===== src/rtl/axil_cmd_master_if.sv =====
// AXI4-Lite bus between a single master and a single slave.
// The master modport drives the address/data valids and payloads plus the
// response readies; the slave modport drives the opposite directions.
interface axil_cmd_master_if #(
  parameter int DATA_WIDTH = 32,
  parameter int ADDR_WIDTH = 16,
  parameter int STRB_WIDTH = DATA_WIDTH / 8
);

  // Write-address channel
  logic [ADDR_WIDTH-1:0] awaddr;
  logic [2:0]            awprot;
  logic                  awvalid;
  logic                  awready;

  // Write-data channel
  logic [DATA_WIDTH-1:0] wdata;
  logic [STRB_WIDTH-1:0] wstrb;
  logic                  wvalid;
  logic                  wready;

  // Write-response channel
  logic [1:0]            bresp;
  logic                  bvalid;
  logic                  bready;

  // Read-address channel
  logic [ADDR_WIDTH-1:0] araddr;
  logic [2:0]            arprot;
  logic                  arvalid;
  logic                  arready;

  // Read-data channel
  logic [DATA_WIDTH-1:0] rdata;
  logic [1:0]            rresp;
  logic                  rvalid;
  logic                  rready;

  modport master (
    output awaddr, awprot, awvalid, input awready,
    output wdata, wstrb, wvalid, input wready,
    input bresp, bvalid, output bready,
    output araddr, arprot, arvalid, input arready,
    input rdata, rresp, rvalid, output rready
  );

  modport slave (
    input awaddr, awprot, awvalid, output awready,
    input wdata, wstrb, wvalid, output wready,
    output bresp, bvalid, input bready,
    input araddr, arprot, arvalid, output arready,
    output rdata, rresp, rvalid, input rready
  );

endinterface


===== src/rtl/axil_cmd_master.sv =====
// Single-outstanding AXI4-Lite master.
// Accepts one command (read or write) on a valid/ready stream, runs the
// matching AXI-Lite transaction, and returns the captured response on a
// valid/ready response stream. Every output comes straight from a flop.
module axil_cmd_master #(
  parameter int         DATA_WIDTH = 32,
  parameter int         ADDR_WIDTH = 16,
  parameter int         STRB_WIDTH = DATA_WIDTH / 8,
  parameter logic [2:0] PROT       = 3'b000
) (
  input  logic                  clk,
  input  logic                  rst,

  // Command stream
  input  logic                  cmd_valid,
  output logic                  cmd_ready,
  input  logic                  cmd_write,
  input  logic [ADDR_WIDTH-1:0] cmd_addr,
  input  logic [DATA_WIDTH-1:0] cmd_wdata,
  input  logic [STRB_WIDTH-1:0] cmd_wstrb,

  // Response stream
  output logic                  rsp_valid,
  input  logic                  rsp_ready,
  output logic [DATA_WIDTH-1:0] rsp_rdata,
  output logic [1:0]            rsp_resp,

  // AXI4-Lite master port
  axil_cmd_master_if.master     axil
);

  typedef enum logic [2:0] {
    IDLE,
    WR_AW,
    WR_B,
    RD_AR,
    RD_R,
    RSP
  } state_t;

  state_t                state;
  logic [ADDR_WIDTH-1:0] addr_q;
  logic [DATA_WIDTH-1:0] wdata_q;
  logic [STRB_WIDTH-1:0] wstrb_q;
  logic                  awvalid_q;
  logic                  wvalid_q;
  logic                  bready_q;
  logic                  arvalid_q;
  logic                  rready_q;

  // The latched command is the AXI payload; both address channels share it.
  assign axil.awaddr  = addr_q;
  assign axil.awprot  = PROT;
  assign axil.awvalid = awvalid_q;
  assign axil.wdata   = wdata_q;
  assign axil.wstrb   = wstrb_q;
  assign axil.wvalid  = wvalid_q;
  assign axil.bready  = bready_q;
  assign axil.araddr  = addr_q;
  assign axil.arprot  = PROT;
  assign axil.arvalid = arvalid_q;
  assign axil.rready  = rready_q;

  // Transaction sequencer: command accept, AXI channel handshakes, response hand-off.
  // NOTE: the reset is asynchronous so a mid-transaction rst drops every valid
  // immediately, without waiting for a clock edge.
  always_ff @(posedge clk or posedge rst) begin
    if (rst) begin
      state     <= IDLE;
      cmd_ready <= 1'b0;
      rsp_valid <= 1'b0;
      rsp_rdata <= '0;
      rsp_resp  <= 2'b00;
      addr_q    <= '0;
      wdata_q   <= '0;
      wstrb_q   <= '0;
      awvalid_q <= 1'b0;
      wvalid_q  <= 1'b0;
      bready_q  <= 1'b0;
      arvalid_q <= 1'b0;
      rready_q  <= 1'b0;
    end else begin
      // NOTE: non-blocking assignments throughout, so every branch below reads
      // the values the flops held before this edge.
      unique case (state)
        IDLE: begin
          if (cmd_valid && cmd_ready) begin
            cmd_ready <= 1'b0;
            addr_q    <= cmd_addr;
            if (cmd_write) begin
              wdata_q   <= cmd_wdata;
              wstrb_q   <= cmd_wstrb;
              awvalid_q <= 1'b1;
              wvalid_q  <= 1'b1;
              state     <= WR_AW;
            end else begin
              arvalid_q <= 1'b1;
              state     <= RD_AR;
            end
          end else begin
            // First edge out of reset raises cmd_ready here.
            cmd_ready <= 1'b1;
          end
        end

        WR_AW: begin
          // AW and W complete independently; a valid that is already low
          // counts as done.
          if (axil.awready) awvalid_q <= 1'b0;
          if (axil.wready)  wvalid_q  <= 1'b0;
          if ((!awvalid_q || axil.awready) && (!wvalid_q || axil.wready)) begin
            bready_q <= 1'b1;
            state    <= WR_B;
          end
        end

        WR_B: begin
          if (axil.bvalid) begin
            rsp_resp  <= axil.bresp;
            rsp_rdata <= '0;
            bready_q  <= 1'b0;
            rsp_valid <= 1'b1;
            state     <= RSP;
          end
        end

        RD_AR: begin
          if (axil.arready) begin
            arvalid_q <= 1'b0;
            rready_q  <= 1'b1;
            state     <= RD_R;
          end
        end

        RD_R: begin
          // Data is captured whatever the response code says.
          if (axil.rvalid) begin
            rsp_rdata <= axil.rdata;
            rsp_resp  <= axil.rresp;
            rready_q  <= 1'b0;
            rsp_valid <= 1'b1;
            state     <= RSP;
          end
        end

        RSP: begin
          // Raising cmd_ready together with the hand-off keeps the command
          // period at four cycles against a zero-wait slave.
          if (rsp_ready) begin
            rsp_valid <= 1'b0;
            cmd_ready <= 1'b1;
            state     <= IDLE;
          end
        end

        default: begin
          state <= IDLE;
        end
      endcase
    end
  end

endmodule


===== src/flat_wrapper.sv =====
// flat-port wrapper written by rule: the top's interface ports become plain ports
module axil_cmd_master_flat 
#(
  parameter int         DATA_WIDTH = 32,
  parameter int         ADDR_WIDTH = 16,
  parameter int         STRB_WIDTH = DATA_WIDTH / 8,
  parameter logic [2:0] PROT       = 3'b000
)
  (clk, rst, cmd_valid, cmd_ready, cmd_write, cmd_addr, cmd_wdata, cmd_wstrb, rsp_valid, rsp_ready, rsp_rdata, rsp_resp, axil_awaddr, axil_awprot, axil_awvalid, axil_awready, axil_wdata, axil_wstrb, axil_wvalid, axil_wready, axil_bresp, axil_bvalid, axil_bready, axil_araddr, axil_arprot, axil_arvalid, axil_arready, axil_rdata, axil_rresp, axil_rvalid, axil_rready);
  axil_cmd_master_if #(.DATA_WIDTH(DATA_WIDTH), .ADDR_WIDTH(ADDR_WIDTH), .STRB_WIDTH(STRB_WIDTH)) axil_i ();
  input  logic clk;
  input  logic rst;
  input  logic cmd_valid;
  output logic cmd_ready;
  input  logic cmd_write;
  input  logic [ADDR_WIDTH-1:0] cmd_addr;
  input  logic [DATA_WIDTH-1:0] cmd_wdata;
  input  logic [STRB_WIDTH-1:0] cmd_wstrb;
  output logic rsp_valid;
  input  logic rsp_ready;
  output logic [DATA_WIDTH-1:0] rsp_rdata;
  output logic [1:0] rsp_resp;
  output wire logic [$bits(axil_i.awaddr)-1:0] axil_awaddr;
  output wire logic [$bits(axil_i.awprot)-1:0] axil_awprot;
  output wire logic [$bits(axil_i.awvalid)-1:0] axil_awvalid;
  input wire logic [$bits(axil_i.awready)-1:0] axil_awready;
  output wire logic [$bits(axil_i.wdata)-1:0] axil_wdata;
  output wire logic [$bits(axil_i.wstrb)-1:0] axil_wstrb;
  output wire logic [$bits(axil_i.wvalid)-1:0] axil_wvalid;
  input wire logic [$bits(axil_i.wready)-1:0] axil_wready;
  input wire logic [$bits(axil_i.bresp)-1:0] axil_bresp;
  input wire logic [$bits(axil_i.bvalid)-1:0] axil_bvalid;
  output wire logic [$bits(axil_i.bready)-1:0] axil_bready;
  output wire logic [$bits(axil_i.araddr)-1:0] axil_araddr;
  output wire logic [$bits(axil_i.arprot)-1:0] axil_arprot;
  output wire logic [$bits(axil_i.arvalid)-1:0] axil_arvalid;
  input wire logic [$bits(axil_i.arready)-1:0] axil_arready;
  input wire logic [$bits(axil_i.rdata)-1:0] axil_rdata;
  input wire logic [$bits(axil_i.rresp)-1:0] axil_rresp;
  input wire logic [$bits(axil_i.rvalid)-1:0] axil_rvalid;
  output wire logic [$bits(axil_i.rready)-1:0] axil_rready;
  assign axil_awaddr = axil_i.awaddr;
  assign axil_awprot = axil_i.awprot;
  assign axil_awvalid = axil_i.awvalid;
  assign axil_i.awready = axil_awready;
  assign axil_wdata = axil_i.wdata;
  assign axil_wstrb = axil_i.wstrb;
  assign axil_wvalid = axil_i.wvalid;
  assign axil_i.wready = axil_wready;
  assign axil_i.bresp = axil_bresp;
  assign axil_i.bvalid = axil_bvalid;
  assign axil_bready = axil_i.bready;
  assign axil_araddr = axil_i.araddr;
  assign axil_arprot = axil_i.arprot;
  assign axil_arvalid = axil_i.arvalid;
  assign axil_i.arready = axil_arready;
  assign axil_i.rdata = axil_rdata;
  assign axil_i.rresp = axil_rresp;
  assign axil_i.rvalid = axil_rvalid;
  assign axil_rready = axil_i.rready;
  axil_cmd_master #(.DATA_WIDTH(DATA_WIDTH), .ADDR_WIDTH(ADDR_WIDTH), .STRB_WIDTH(STRB_WIDTH), .PROT(PROT)) u_core (.clk(clk), .rst(rst), .cmd_valid(cmd_valid), .cmd_ready(cmd_ready), .cmd_write(cmd_write), .cmd_addr(cmd_addr), .cmd_wdata(cmd_wdata), .cmd_wstrb(cmd_wstrb), .rsp_valid(rsp_valid), .rsp_ready(rsp_ready), .rsp_rdata(rsp_rdata), .rsp_resp(rsp_resp), .axil(axil_i));
endmodule

===== config.mk =====
export PLATFORM = sky130hd
export DESIGN_NAME = axil_cmd_master_flat
export DESIGN_NICKNAME = d
export VERILOG_FILES = /design/src/rtl/axil_cmd_master_if.sv /design/src/rtl/axil_cmd_master.sv /design/src/flat_wrapper.sv
export SDC_FILE = /design/constraint.sdc
export NUM_CORES = 1
export LEC_CHECK = 0
export BUFFER_PORTS_ARGS = -buffer_cell sky130_fd_sc_hd__buf_2
export CORE_UTILIZATION = 45
export CTS_CLUSTER_SIZE = 24
export DETAILED_ROUTE_END_ITERATION = 8
export HOLD_SLACK_MARGIN = 0.03
export PLACE_DENSITY = 0.79
export REMOVE_ABC_BUFFERS = 1
export SKIP_LAST_GASP = 1
export SYNTH_ARGS = -nofsm -noshare
export SYNTH_HDL_FRONTEND = slang
export SYNTH_SLANG_ARGS = --single-unit

===== constraint.sdc =====
create_clock -name clk -period 3.25 [get_ports clk]
set_input_delay 0 -clock clk [delete_from_list [all_inputs] [get_ports clk]]
set_output_delay 0 -clock clk [all_outputs]
set_load 0.1 [all_outputs]

==> results.md, run 1 <==
Yosys:
- During synthesis, Yosys emitted a total of 0 warnings.
- In this run the cell area of the synthesized design comes to a little over 0.004 mm2.
- sky130_fd_sc_hd__dfrtp_1 takes more of the synthesized area than any other cell.
- The number of cells produced by synthesis is around 350.
- After synthesis, the mean cell area works out to 12.0 um2.
- Sorting the synthesized cells by area gives the leading types as sky130_fd_sc_hd__dfrtp_1, sky130_fd_sc_hd__mux2_4, sky130_fd_sc_hd__nand2_1.
- In this run, distinct cell masters in the synthesized netlist total 30.
- The sequential-to-total area share from yosys stat is 57.9%.
- The share of synthesized area in the top cell type comes to 57.9%.
- After synthesis the netlist holds a flip-flop and latch count of between 90 and 100.

Routing:
- The DRC violation total after the first TritonRoute iteration is 124.
- The final route contains 3579 vias.
- The first TritonRoute pass finished after 7 iterations.
- The final antenna-violating net count is 0.
- The ratio of routed vias to standard cells is 4.83.
- After detailed routing, the average wire length per cell comes to 14.8 um.
- The final routed wirelength across all metal layers is ~11 mm.
- The number of DRC violations after detailed routing is 13.

STA:
- The final-layout setup total negative slack is 0 ns.
- The worst path uses 72.5% of the clock period.
- Based on the critical path, the design can be clocked at up to 424 MHz.
- The final max-slew violation count is 0.
- Headroom to the max-slew limit came out at 34.0%.
- At the pin with the least slew margin, the transition time is 0.990 ns.
- The total of endpoints with negative setup slack in the final report is 0.
- The number of hold violations in the final report came to 0.
- Setup repair after global routing left no endpoint under its margin.
- The post-layout minimum cycle time is 2.36 ns.
- The worst setup skew after layout is 0.0127 ns.

Layout:
- The final cell count without fillers is 741.
- After the last flow step, the layout net total stands at 726.
- In the layout the commonest cells are sky130_fd_sc_hd__buf_2, sky130_fd_sc_hd__dlygate4sd3_1, sky130_fd_sc_hd__dfrtp_1, sky130_fd_sc_hd__nand2_1, sky130_fd_sc_hd__o21ai_0.
- The antenna cell count is 0.
- The post-route netlist has between 40% and 50% of its cells at a drive strength greater than 1.
- The finished cells cover 0.00626 mm2.
- The library cell used most frequently in the layout, excluding fill and tap cells, is sky130_fd_sc_hd__buf_2.
- The area growth from synthesis to layout is 50.9%.

Setup path:
- For the worst setup path, the data required time is 3.44 ns.
- The maximum net fanout on the critical path is 34.
- The capturing element type of the critical path is a register.
- The data arrival time of the worst path is 2.55 ns.
- The setup slack on the worst flop-to-flop path is 0.89 ns.
- STA classifies the critical path startpoint as a register.
- By startpoint and endpoint, the worst setup path is classified as register to register.

Clock network:
- The number of sinks handled by clock tree synthesis is 96.
- The clock transition at the register clock pins on the worst setup and hold paths after CTS is 0.09 ns.
- Post-CTS timing repair inserted 0 buffers for setup.
- In this run, post-CTS repair resized a total of 0 instances.
- The maximum buffer depth of the clock tree is 2.
- TritonCTS built the clock tree.
- CTS built an H-tree with a depth of 3.
- The insertion delay of the later-clocked pin in the worst-skew pair is 0.35 ns.
- The count of hold buffers inserted by post-cts repair is 96.
- The cell sitting at the root of the clock tree is a sky130_fd_sc_hd__clkbuf_8.
- Buffers inserted during clock tree synthesis total 9.

Floorplan:
- The number of standard-cell rows in the floorplan is 34.
- The core outline area is roughly 0.0088 mm2.
- For this configuration, the core starts out at a cell density of 47.1%.
- The die area is 0.00961 mm2.
- 213 I/O pins were placed.
- The die is 98.0 um wide.
- The die span in y is 98.0 um.

GRT:
- The number of global-route vias before repair is 3729.
- The number of antenna violations at the first check in global routing is 0.
- For this run the aggregate overflow at the end of global routing stands at 0.
- Entering global routing, the biggest net connects 69 pins.
- The first-pass GRT wire length is 17.4 mm.
- For this run, the total global-route usage over all layers was measured as 22.8%.

Place:
- After legalization and detailed placement, the total HPWL measured 6.45 mm.
- The congestion estimate from routability-driven global placement came to around 0.80.
- In this run, placement finished with an instance count of 629.
- The placed cell area is 0.00509 mm2.
- The count of input and output buffers is 206.

Outcome:
- The run finished, with violations left.
- The final reports fail on DRC.

Min path:
- The path class of the lowest-slack min-delay path is input port to register.

Job:
- The max-cap violation count is 0.
[critical path, stage by stage (launching register included)]
cell                            delay (ns)
sky130_fd_sc_hd__dfrtp_1              0.66
sky130_fd_sc_hd__nor3b_4              0.26
sky130_fd_sc_hd__buf_4                0.36
sky130_fd_sc_hd__mux2i_1              0.25
sky130_fd_sc_hd__dlygate4sd3_1        0.58
sky130_fd_sc_hd__o21ai_0              0.08
[cell families after synthesis]
logic type | count (synthesis) | synth area share [%]
AO/OA/AOI/OAI | 59 | 7.78
buffers and inverters | 45 | 7.12
flip-flops | 96 | 57.9
multiplexers | 55 | 17.5
other | 1 | 0.0904
AND/OR/NAND/NOR | 91 | 9.65
[area by class of cell]
cell class,instances,area [um2]
Clock buffer,12,155
Multi-Input combinational cell,211,1480
Tap cell,108,135
Timing Repair Buffer,306,2020
Clock inverter,4,52.6
Inverter,4,17.5
Fill cell,592,2540
Sequential cell,96,2400
[flip-flops by register name, indices dropped and copies added, names as in the netlist]
signal / flops
u_core.axil.arvalid: 1
u_core.axil.wvalid: 1
u_core.axil.wdata: 32
u_core.axil.araddr: 16
u_core.rsp_rdata: 32
u_core.rsp_valid: 1
u_core.axil.rready: 1
u_core.state: 3
u_core.axil.wstrb: 4
u_core.rsp_resp: 2
u_core.axil.awvalid: 1
u_core.cmd_ready: 1
u_core.axil.bready: 1
[metal layers]
layer / share of wire, % / vias up / track usage [%]
met5: 0 / - / 0
met4: 3.3 / 0 / 9.09
met3: 6.2 / 37 / 5.73
met2: 51 / 163 / 40.8
met1: 40 / 1685 / 26.1
li1: - / 1694 / -
[through the flow]
stage	setup slack [ns]	util, %	hold slack (ns)
after global routing	0.758	71.1	0.0742
after floorplan	0.310	-	0.0857
final	0.893	71.1	0.0848
after global placement	1.11	57.8	0.193
after CTS	0.976	71.1	0.0621
after detailed placement	1.03	57.8	0.195
[path summary, 6_finish.rpt]
check	endpoint	from	depth (start not counted)
worst min register to register	u_core.rsp_rdata[7]	u_core.rsp_rdata[7]	2
worst max register to register	u_core.rsp_resp[0]	u_core.state[2]	5
worst max-delay path	u_core.rsp_resp[0]	u_core.state[2]	5
min in group asynchronous	u_core.axil.wdata[27]	rst	3
max in group asynchronous	u_core.rsp_valid	rst	4
worst min-delay path	u_core.axil.bready	axil_bvalid	4
[cell usage after synthesis]
library cell and count:
sky130_fd_sc_hd__a211o_1 1, sky130_fd_sc_hd__nor3b_2 1, sky130_fd_sc_hd__buf_4 23, sky130_fd_sc_hd__o31ai_1 1, sky130_fd_sc_hd__buf_2 8, sky130_fd_sc_hd__nand2_1 72
sky130_fd_sc_hd__nor2_1 7, sky130_fd_sc_hd__o21ai_0 30, sky130_fd_sc_hd__mux2_4 29, sky130_fd_sc_hd__conb_1 1, sky130_fd_sc_hd__clkbuf_1 6, sky130_fd_sc_hd__nand2b_1 1
sky130_fd_sc_hd__dfrtp_1 96, sky130_fd_sc_hd__nor4_4 1, sky130_fd_sc_hd__a32oi_1 1, sky130_fd_sc_hd__a21o_1 2, sky130_fd_sc_hd__mux2i_1 3, sky130_fd_sc_hd__a22oi_1 1
sky130_fd_sc_hd__a21oi_1 11, sky130_fd_sc_hd__nand2_4 1, sky130_fd_sc_hd__nand3b_1 3, sky130_fd_sc_hd__a211oi_1 1, sky130_fd_sc_hd__a31oi_1 2, sky130_fd_sc_hd__buf_6 4
sky130_fd_sc_hd__o21ai_1 8, sky130_fd_sc_hd__nor3_1 1, sky130_fd_sc_hd__o32a_1 1, sky130_fd_sc_hd__inv_1 4, sky130_fd_sc_hd__nor2b_1 4, sky130_fd_sc_hd__mux2_2 23
Power of run 1 is left out: the tool's default activity adds up to more than one toggle a clock period on the data nets, which glitch-free logic cannot reach.
==> run 2: changes to the inputs <==
Settings changed: ABC_AREA set to 1, CORE_UTILIZATION 45 to 46, PLACE_DENSITY 0.79 to 0.81.
Clock period 3.25 ns to 2.4 ns, I/O delays scaled along.
==> results.md, run 2 <==
STA:
- RSZ-0062 raised after global routing: no (unchanged).
- The total of endpoints with negative setup slack in the final report is 0 (unchanged).
- The post-layout minimum cycle time is 2.09 ns (was 2.36 ns).
- The number of hold violations in the final report was 0 (unchanged).
- The final period utilization is 87.2% (was 72.5%).
- The slew of the pin with the lowest slew margin is 0.902 ns (was 0.990 ns).
- The final-layout setup total negative slack came to 0 ns (unchanged).
- The relative slew slack is 39.5% (was 34.0%).
- The worst setup skew after layout is 0.0127 ns (about the same).
- The maximum clock frequency is 478 MHz (was 424 MHz).
- The final max-slew violation count is 0 (unchanged).

Routing:
- The total number of vias came to 4187 (was 3579).
- The final antenna-violating net count is 0 (unchanged).
- The number of DRC violations after detailed routing is 32 (was 13).
- The ratio of routed vias to standard cells was 4.82 (was 4.83).
- The DRC violation total after the first TritonRoute iteration is 207 (was 124).
- The total iterations of the first detailed-routing run is 8 (was 7).
- The final routed wirelength across all metal layers is 12.1 mm (was 10.9 mm).
- The wire length per cell is 14.0 um (was 14.8 um).

GRT:
- The total grt overflow is 0 (unchanged).
- The global-route usage over all layers is 26.3% (was 22.8%).
- The maximum number of pins on one net before global-route repair is 68 (was 69).
- The number of global-route vias before repair is 4303 (was 3729).
- The number of antenna violations at the first check in global routing came to 1 (was 0).
- The first-pass GRT wire length is 19.8 mm (was 17.4 mm).

Yosys:
- The most frequently used flop master after synthesis is sky130_fd_sc_hd__dfrtp_1 (unchanged).
- The sequential-to-total area share from yosys stat was 57.1% (was 57.9%).
- Dominant cells by area after synthesis: sky130_fd_sc_hd__dfrtp_1, sky130_fd_sc_hd__nand2_1, sky130_fd_sc_hd__buf_4 (was sky130_fd_sc_hd__dfrtp_1, sky130_fd_sc_hd__mux2_4, sky130_fd_sc_hd__nand2_1).
- The number of synthesized flops with an enable pin is 0 (unchanged).
- The synthesized area is 0.00421 mm2 (was 0.00415 mm2).
- The number of different library cells in the post-synthesis netlist is 28 (was 30).
- The area share of the leading cell type in the synthesized netlist was 57.1% (was 57.9%).
- The synthesis-stage register bit count is 96 (unchanged).
- The cell taking the most area after synthesis is sky130_fd_sc_hd__dfrtp_1 (unchanged).
- The number of warnings issued by yosys came to 0 (unchanged).
- The most frequent cell after synthesis is sky130_fd_sc_hd__nand2_1 (was sky130_fd_sc_hd__dfrtp_1).
- The number of cells produced by synthesis is 477 (was 347).
- The share of synthesized registers carrying an async set or reset came to 100% (unchanged).
- The average footprint of a synthesized cell is 8.82 um2 (was 12.0 um2).
- Post-synth top cells: sky130_fd_sc_hd__nand2_1, sky130_fd_sc_hd__dfrtp_1, sky130_fd_sc_hd__buf_4, sky130_fd_sc_hd__o21ai_0, sky130_fd_sc_hd__inv_1 (was sky130_fd_sc_hd__dfrtp_1, sky130_fd_sc_hd__nand2_1, sky130_fd_sc_hd__o21ai_0, sky130_fd_sc_hd__mux2_4).

Place:
- The count of input and output buffers is 206 (unchanged).
- The placed cell count is 757 (was 629).
- The final weighted congestion of routability-driven global placement is 0.876 (was 0.798).
- The placed cell area was 0.00511 mm2 (was 0.00509 mm2).
- The half-perimeter wire length of the detailed placement result is 7.32 mm (was 6.45 mm).

Setup path:
- The required time of the worst setup path is 2.62 ns (was 3.44 ns).
- The capturing element type of the critical path was a register (unchanged).
- The startpoint kind of the worst setup timing path is a register (unchanged).
- The number of cell instances on the worst register-to-register path is 5 (unchanged).
- The data arrival time of the worst path came to 2.32 ns (was 2.55 ns).
- The kind of critical path was register to register (unchanged).
- The maximum net fanout on the critical path is 34 (unchanged).

Floorplan:
- The die span in y is 97.6 um (was 98.0 um).
- The x dimension of the die is 97.6 um (was 98.0 um).
- The die area was 0.00953 mm2 (was 0.00961 mm2).
- The starting density of the core is 47.8% (was 47.1%).
- The number of standard-cell rows in the floorplan is 34 (unchanged).
- The core outline area is 0.00881 mm2 (unchanged).
- The I/O pin count was 213 (unchanged).

Clock network:
- The total clock buffers created by CTS is 9 (unchanged).
- The clock transition at the register clock pins on the worst setup and hold paths after CTS is 0.09 ns (about the same).
- The maximum buffer depth of the clock tree is 2 (unchanged).
- The number of cells upsized or downsized after cts is 0 (unchanged).
- The number of sinks handled by clock tree synthesis came to 96 (unchanged).
- The H-tree depth is 3 (unchanged).
- The clock root buffer is sky130_fd_sc_hd__clkbuf_8 (unchanged).
- The clock tree from TritonCTS is done (unchanged).
- The insertion delay of the later-clocked pin in the worst-skew pair is 0.35 ns (about the same).

Outcome:
- Outcome: complete, but fails checks (unchanged).
- Failing checks: DRC (unchanged).

Layout:
- The area taken by flip-flops and latches was 0.00240 mm2 (unchanged).
- The number of fillers in the final layout is 631 (was 592).
- The final cell count without fillers is 868 (was 741).
- The number of nets in the layout came to 852 (was 726).
- The share of layout cells above drive strength 1 was 33.9% (was 44.5%).
- The area growth from synthesis to layout was 49.9% (was 50.9%).
- The area occupied by multi-input gates is 0.00142 mm2 (was 0.00148 mm2).
- Leading cell types in the layout, fill and taps excluded: sky130_fd_sc_hd__nand2_1, sky130_fd_sc_hd__buf_2, sky130_fd_sc_hd__dfrtp_1, sky130_fd_sc_hd__dlygate4sd3_1, sky130_fd_sc_hd__o21ai_0 (was sky130_fd_sc_hd__buf_2, sky130_fd_sc_hd__dlygate4sd3_1, sky130_fd_sc_hd__dfrtp_1, sky130_fd_sc_hd__nand2_1, sky130_fd_sc_hd__o21ai_0).
- The total non-filler cell area in the finished layout is 0.00630 mm2 (was 0.00626 mm2).
- The most common cell after layout, fill and taps aside is sky130_fd_sc_hd__nand2_1 (was sky130_fd_sc_hd__buf_2).

Min path:
- The number of cells traversed by the worst hold path is 4 (unchanged).
- The path class of the lowest-slack min-delay path is input port to register (unchanged).

Job:
- The max-cap violation count is 0 (unchanged).
==> run 2: cell types whose count changed after synthesis, sizes merged, moves of 4 or more <==
cell and change:
nand3 +10, nor2 +4, a21oi -7, nor2b -4, nand2 +182, inv +12
mux2 -52
==> run 2: per-stage QoR <==
| stage | setup slack, ns | hold WS (ns) | utilization [%] |
|---|---|---|---|
| floorplan | -0.105 | 0.0867 | - |
| detailed placement | 0.350 | 0.0340 | 58.0 |
| finish | 0.307 | 0.0548 | 71.6 |
| CTS | 0.349 | 0.0440 | 71.6 |
| global placement | 0.430 | 0.0288 | 58.0 |
| global route | 0.139 | 0.100 | 71.6 |
==> run 2: per-layer routing <==
layer | track usage (%) | up-vias | part of all wire (%)
met5 | 0 | - | 0
met4 | 15.4 | 0 | 4.4
met3 | 3.60 | 46 | 4.3
met2 | 49.5 | 164 | 54
met1 | 27.8 | 1983 | 37
li1 | - | 1994 | -
==> run 2: timing repair <==
| action | in CTS | in global routing |
|---|---|---|
| endpoints found under the hold margin | 117 | 0 |
| hold buffers | 94 | 0 |
| buffers inserted | 0 | 0 |
==> run 2: worst paths after layout <==
path,startpoint,end,slack (ns)
max,u_core.state[0],u_core.rsp_rdata[30],0.31
min,cmd_write,u_core.state[1],0.05
min reg2reg,u_core.axil.wdata[14],u_core.axil.wdata[14],0.49
max reg2reg,u_core.state[0],u_core.rsp_rdata[30],0.31
max in group asynchronous,rst,u_core.state[1],1.54
min in group asynchronous,rst,u_core.axil.wdata[28],0.19
==> run 2: cell families after synthesis <==
family	share of synthesized area, %
and+or+nand+nor	27.0
DFF	57.1
buffers and inverters	9.55
AOI/OAI and AO/OA	6.22
other	0.0891
==> run 2: final cells by class <==
| class | count | share of cell area, % |
|---|---|---|
| sequential | 96 | 38.1 |
| timing repair buffer | 304 | 32.2 |
| clock inverter | 7 | 2.00 |
| clock buffer | 9 | 1.97 |
| inverter | 17 | 1.03 |
| antenna | 1 | 0.0397 |
| tap | 108 | 2.14 |
| multi-input combinational | 326 | 22.5 |
==> run 2: critical path, cell delays in order (launching register included) <==
cell and delay [ns]:
sky130_fd_sc_hd__dfrtp_1 0.50, sky130_fd_sc_hd__nor2_1 0.10, sky130_fd_sc_hd__nand2_1 0.19, sky130_fd_sc_hd__clkinv_1 0.75, sky130_fd_sc_hd__nand2_1 0.33, sky130_fd_sc_hd__o21ai_2 0.10
Power of run 2 is left out for the same reason.
==> run 3: changes to the inputs <==
Settings changed: CORE_UTILIZATION 46 to 35, PLACE_DENSITY 0.81 to not set.
==> results.md, run 3 (synthesized netlist as in run 2, its figures left out) <==
Outcome:
- Outcome: complete, but fails checks (unchanged).
- Failing checks: DRC (unchanged).

Routing:
- The number of DRC violations after detailed routing is 16 (was 32).
- The final antenna-violating net count was 0 (unchanged).
- The total number of vias is 4102 (was 4187).
- The amount of wire on met2 after detailed routing was 6.15 mm (was 6.60 mm).
- The total iterations of the first detailed-routing run is 7 (was 8).
- The wire length on met3 is 476 um (was 518 um).
- The highest routing layer actually used is met4 (unchanged).
- The final routed wirelength across all metal layers is 11.9 mm (was 12.1 mm).
- The DRC violation total after the first TritonRoute iteration is 230 (was 207).
- The wire length per cell was 13.2 um (was 14.0 um).
- The ratio of routed vias to standard cells is 4.54 (was 4.82).
- The detailed-route wire length on metal 1 is 4.78 mm (was 4.49 mm).

Floorplan:
- The starting density of the core was 36.4% (was 47.8%).
- The number of standard-cell rows in the floorplan was 39 (was 34).
- The x dimension of the die is 112 um (was 97.6 um).
- The I/O pin count was 213 (unchanged).
- The core outline area came to 0.0116 mm2 (was 0.00881 mm2).
- The die span in y was 112 um (was 97.6 um).
- The die area is 0.0125 mm2 (was 0.00953 mm2).

Clock network:
- The clock root buffer is sky130_fd_sc_hd__clkbuf_16 (was sky130_fd_sc_hd__clkbuf_8).
- The H-tree depth was 3 (unchanged).
- The maximum buffer depth of the clock tree was 2 (unchanged).
- The number of sinks handled by clock tree synthesis came to 96 (unchanged).
- The post-CTS setup buffer count is 0 (unchanged).
- The insertion delay of the later-clocked pin in the worst-skew pair is 0.34 ns (was 0.35 ns).
- The total clock buffers created by CTS is 9 (unchanged).
- The clock transition at the register clock pins on the worst setup and hold paths after CTS is 0.06 ns (was 0.09 ns).
- The clock tree from TritonCTS is done (unchanged).

Setup path:
- The required time of the worst setup path is 2.67 ns (was 2.62 ns).
- The cell family contributing the most delay on the critical path is buffers and inverters (unchanged).
- The worst flop-to-flop path startpoint was u_core.state[0] (unchanged).
- The kind of critical path is register to register (unchanged).
- The maximum net fanout on the critical path is 34 (unchanged).
- The cell type with the highest occurrence count on the critical path was sky130_fd_sc_hd__nand2_1 (unchanged).
- The highest cell delay on the worst timing path is 0.54 ns (was 0.75 ns).
- The data arrival time of the worst path was 2.41 ns (was 2.32 ns).
- The number of cell instances on the worst register-to-register path was 9 (was 5).
- The slowest cell on the critical path is sky130_fd_sc_hd__dlygate4sd3_1 (was sky130_fd_sc_hd__clkinv_1).
- The count of buffer and inverter cells on the critical path came to 3 (was 1).
- The setup slack on the worst flop-to-flop path is 0.26 ns (was 0.31 ns).
- The capture instance of the worst register-to-register path is u_core.rsp_resp[0] (was u_core.rsp_rdata[30]).
- List of cells traversed by the critical path: nor2_1, nand2_1, clkinv_1, buf_4, nand2_1, nand2_1, dlygate4sd3_1, nand2_1, nand2_1 (was nor2_1, nand2_1, clkinv_1, nand2_1, o21ai_2).
- The capturing element type of the critical path is a register (unchanged).
- The startpoint kind of the worst setup timing path was a register (unchanged).

Layout:
- The antenna cell count is 0 (was 1).
- The share of layout cells above drive strength 1 is 33.8% (was 33.9%).
- The area growth from synthesis to layout is 52.5% (was 49.9%).
- Leading cell types in the layout, fill and taps excluded: sky130_fd_sc_hd__nand2_1, sky130_fd_sc_hd__buf_2, sky130_fd_sc_hd__dfrtp_1, sky130_fd_sc_hd__dlygate4sd3_1, sky130_fd_sc_hd__o21ai_0 (unchanged).
- The number of nets in the layout came to 853 (was 852).
- The most common cell after layout, fill and taps aside is sky130_fd_sc_hd__nand2_1 (unchanged).
- The post-layout utilization of the core is 55.5% (was 71.6%).
- The final cell count without fillers is 903 (was 868).

Place:
- The placed cell count is 793 (was 757).
- The half-perimeter wire length of the detailed placement result is 7.91 mm (was 7.32 mm).
- The count of input and output buffers was 206 (unchanged).
- The final weighted congestion of routability-driven global placement came to 0.805 (was 0.876).

Min path:
- The hold path endpoint is u_core.state[1] (unchanged).
- The number of cells traversed by the worst hold path is 4 (unchanged).
- The path class of the lowest-slack min-delay path is input port to register (unchanged).
- The source of the worst hold timing path is cmd_write (unchanged).

STA:
- The post-layout minimum cycle time is 2.14 ns (was 2.09 ns).
- The slew of the pin with the lowest slew margin is 0.612 ns (was 0.902 ns).
- The final period utilization is 89.1% (was 87.2%).
- The relative slew slack is 59.2% (was 39.5%).
- The final max-slew violation count is 0 (unchanged).
- The worst setup skew after layout is 0.00570 ns (was 0.0127 ns).
- The total of endpoints with negative setup slack in the final report is 0 (unchanged).
- The maximum clock frequency is 468 MHz (was 478 MHz).
- The number of hold violations in the final report is 0 (unchanged).
- RSZ-0062 raised after global routing: no (unchanged).

GRT:
- The number of global-route vias before repair is 4125 (was 4303).
- The total grt overflow came to 0 (unchanged).
- The maximum number of pins on one net before global-route repair came to 65 (was 68).
- The first-pass GRT wire length is 19.7 mm (was 19.8 mm).
- The global-route usage over all layers is 19.9% (was 26.3%).
- The number of antenna violations at the first check in global routing came to 0 (was 1).

Job:
- The max-cap violation count is 0 (unchanged).
run 3: changes by cell type in the layout (fill, tap and decap cells not counted), moves of 2 or more:
cell	before	now
sky130_fd_sc_hd__clkbuf_8	9	1
sky130_fd_sc_hd__buf_4	2	4
sky130_fd_sc_hd__clkbuf_16	0	9
sky130_fd_sc_hd__inv_6	2	0
run 3: layout make-up:
| type | count | area, um2 |
|---|---|---|
| Fill cell | 1047 | 5150 |
| Tap cell | 143 | 179 |
| Multi-Input combinational cell | 326 | 1420 |
| Timing Repair Buffer | 305 | 2020 |
| Clock buffer | 11 | 243 |
| Clock inverter | 5 | 80.1 |
| Sequential cell | 96 | 2400 |
| Inverter | 17 | 66.3 |
run 3: repair_timing:
item | CTS | global route
hold buffers | 94 | 0
hold endpoints to repair | 124 | 0
gates resized for setup | 0 | 0
run 3: worst max path at each step:
stage	start	endpoint	slack [ns]	depth (start not counted)
floorplan	rst	u_core.axil.araddr[0]	-0.11	1
global placement	u_core.state[2]	u_core.axil.wvalid	0.59	7
detailed placement	u_core.state[2]	u_core.axil.awvalid	0.55	7
CTS	u_core.state[0]	u_core.rsp_resp[0]	0.30	9
global route	u_core.state[0]	u_core.rsp_resp[1]	0.1	9
finish	u_core.state[0]	u_core.rsp_resp[0]	0.26	9
run 3: metrics by stage:
| step | cell area, um2 | hold WS [ns] | setup WS (ns) | TNS [ns] |
|---|---|---|---|---|
| floorplan | 3890 | 0.0867 | -0.105 | -10.12 |
| global placement | 5150 | 0.0404 | 0.591 | 0 |
| detailed placement | 5150 | 0.0512 | 0.545 | 0 |
| CTS | 6410 | 0.0539 | 0.302 | 0 |
| global route | 6410 | 0.0850 | 0.0952 | 0 |
| finish | 6410 | 0.0662 | 0.261 | 0 |
run 3: per-layer routing:
| layer | global-route usage (%) | vias up |
|---|---|---|
| met5 | 0 | - |
| met4 | 11.4 | 0 |
| met3 | 2.72 | 45 |
| met2 | 35.1 | 146 |
| met1 | 23.1 | 1914 |
| li1 | - | 1997 |
run 3: tightest hold or removal path, delay by kind of cell:
kind	cells	cell delay (ns)
AO/OA/AOI/OAI	1	0.10
AND/OR/NAND/NOR	2	0.12
buffers and inverters	1	0.13
Power of run 3 is left out for the same reason.
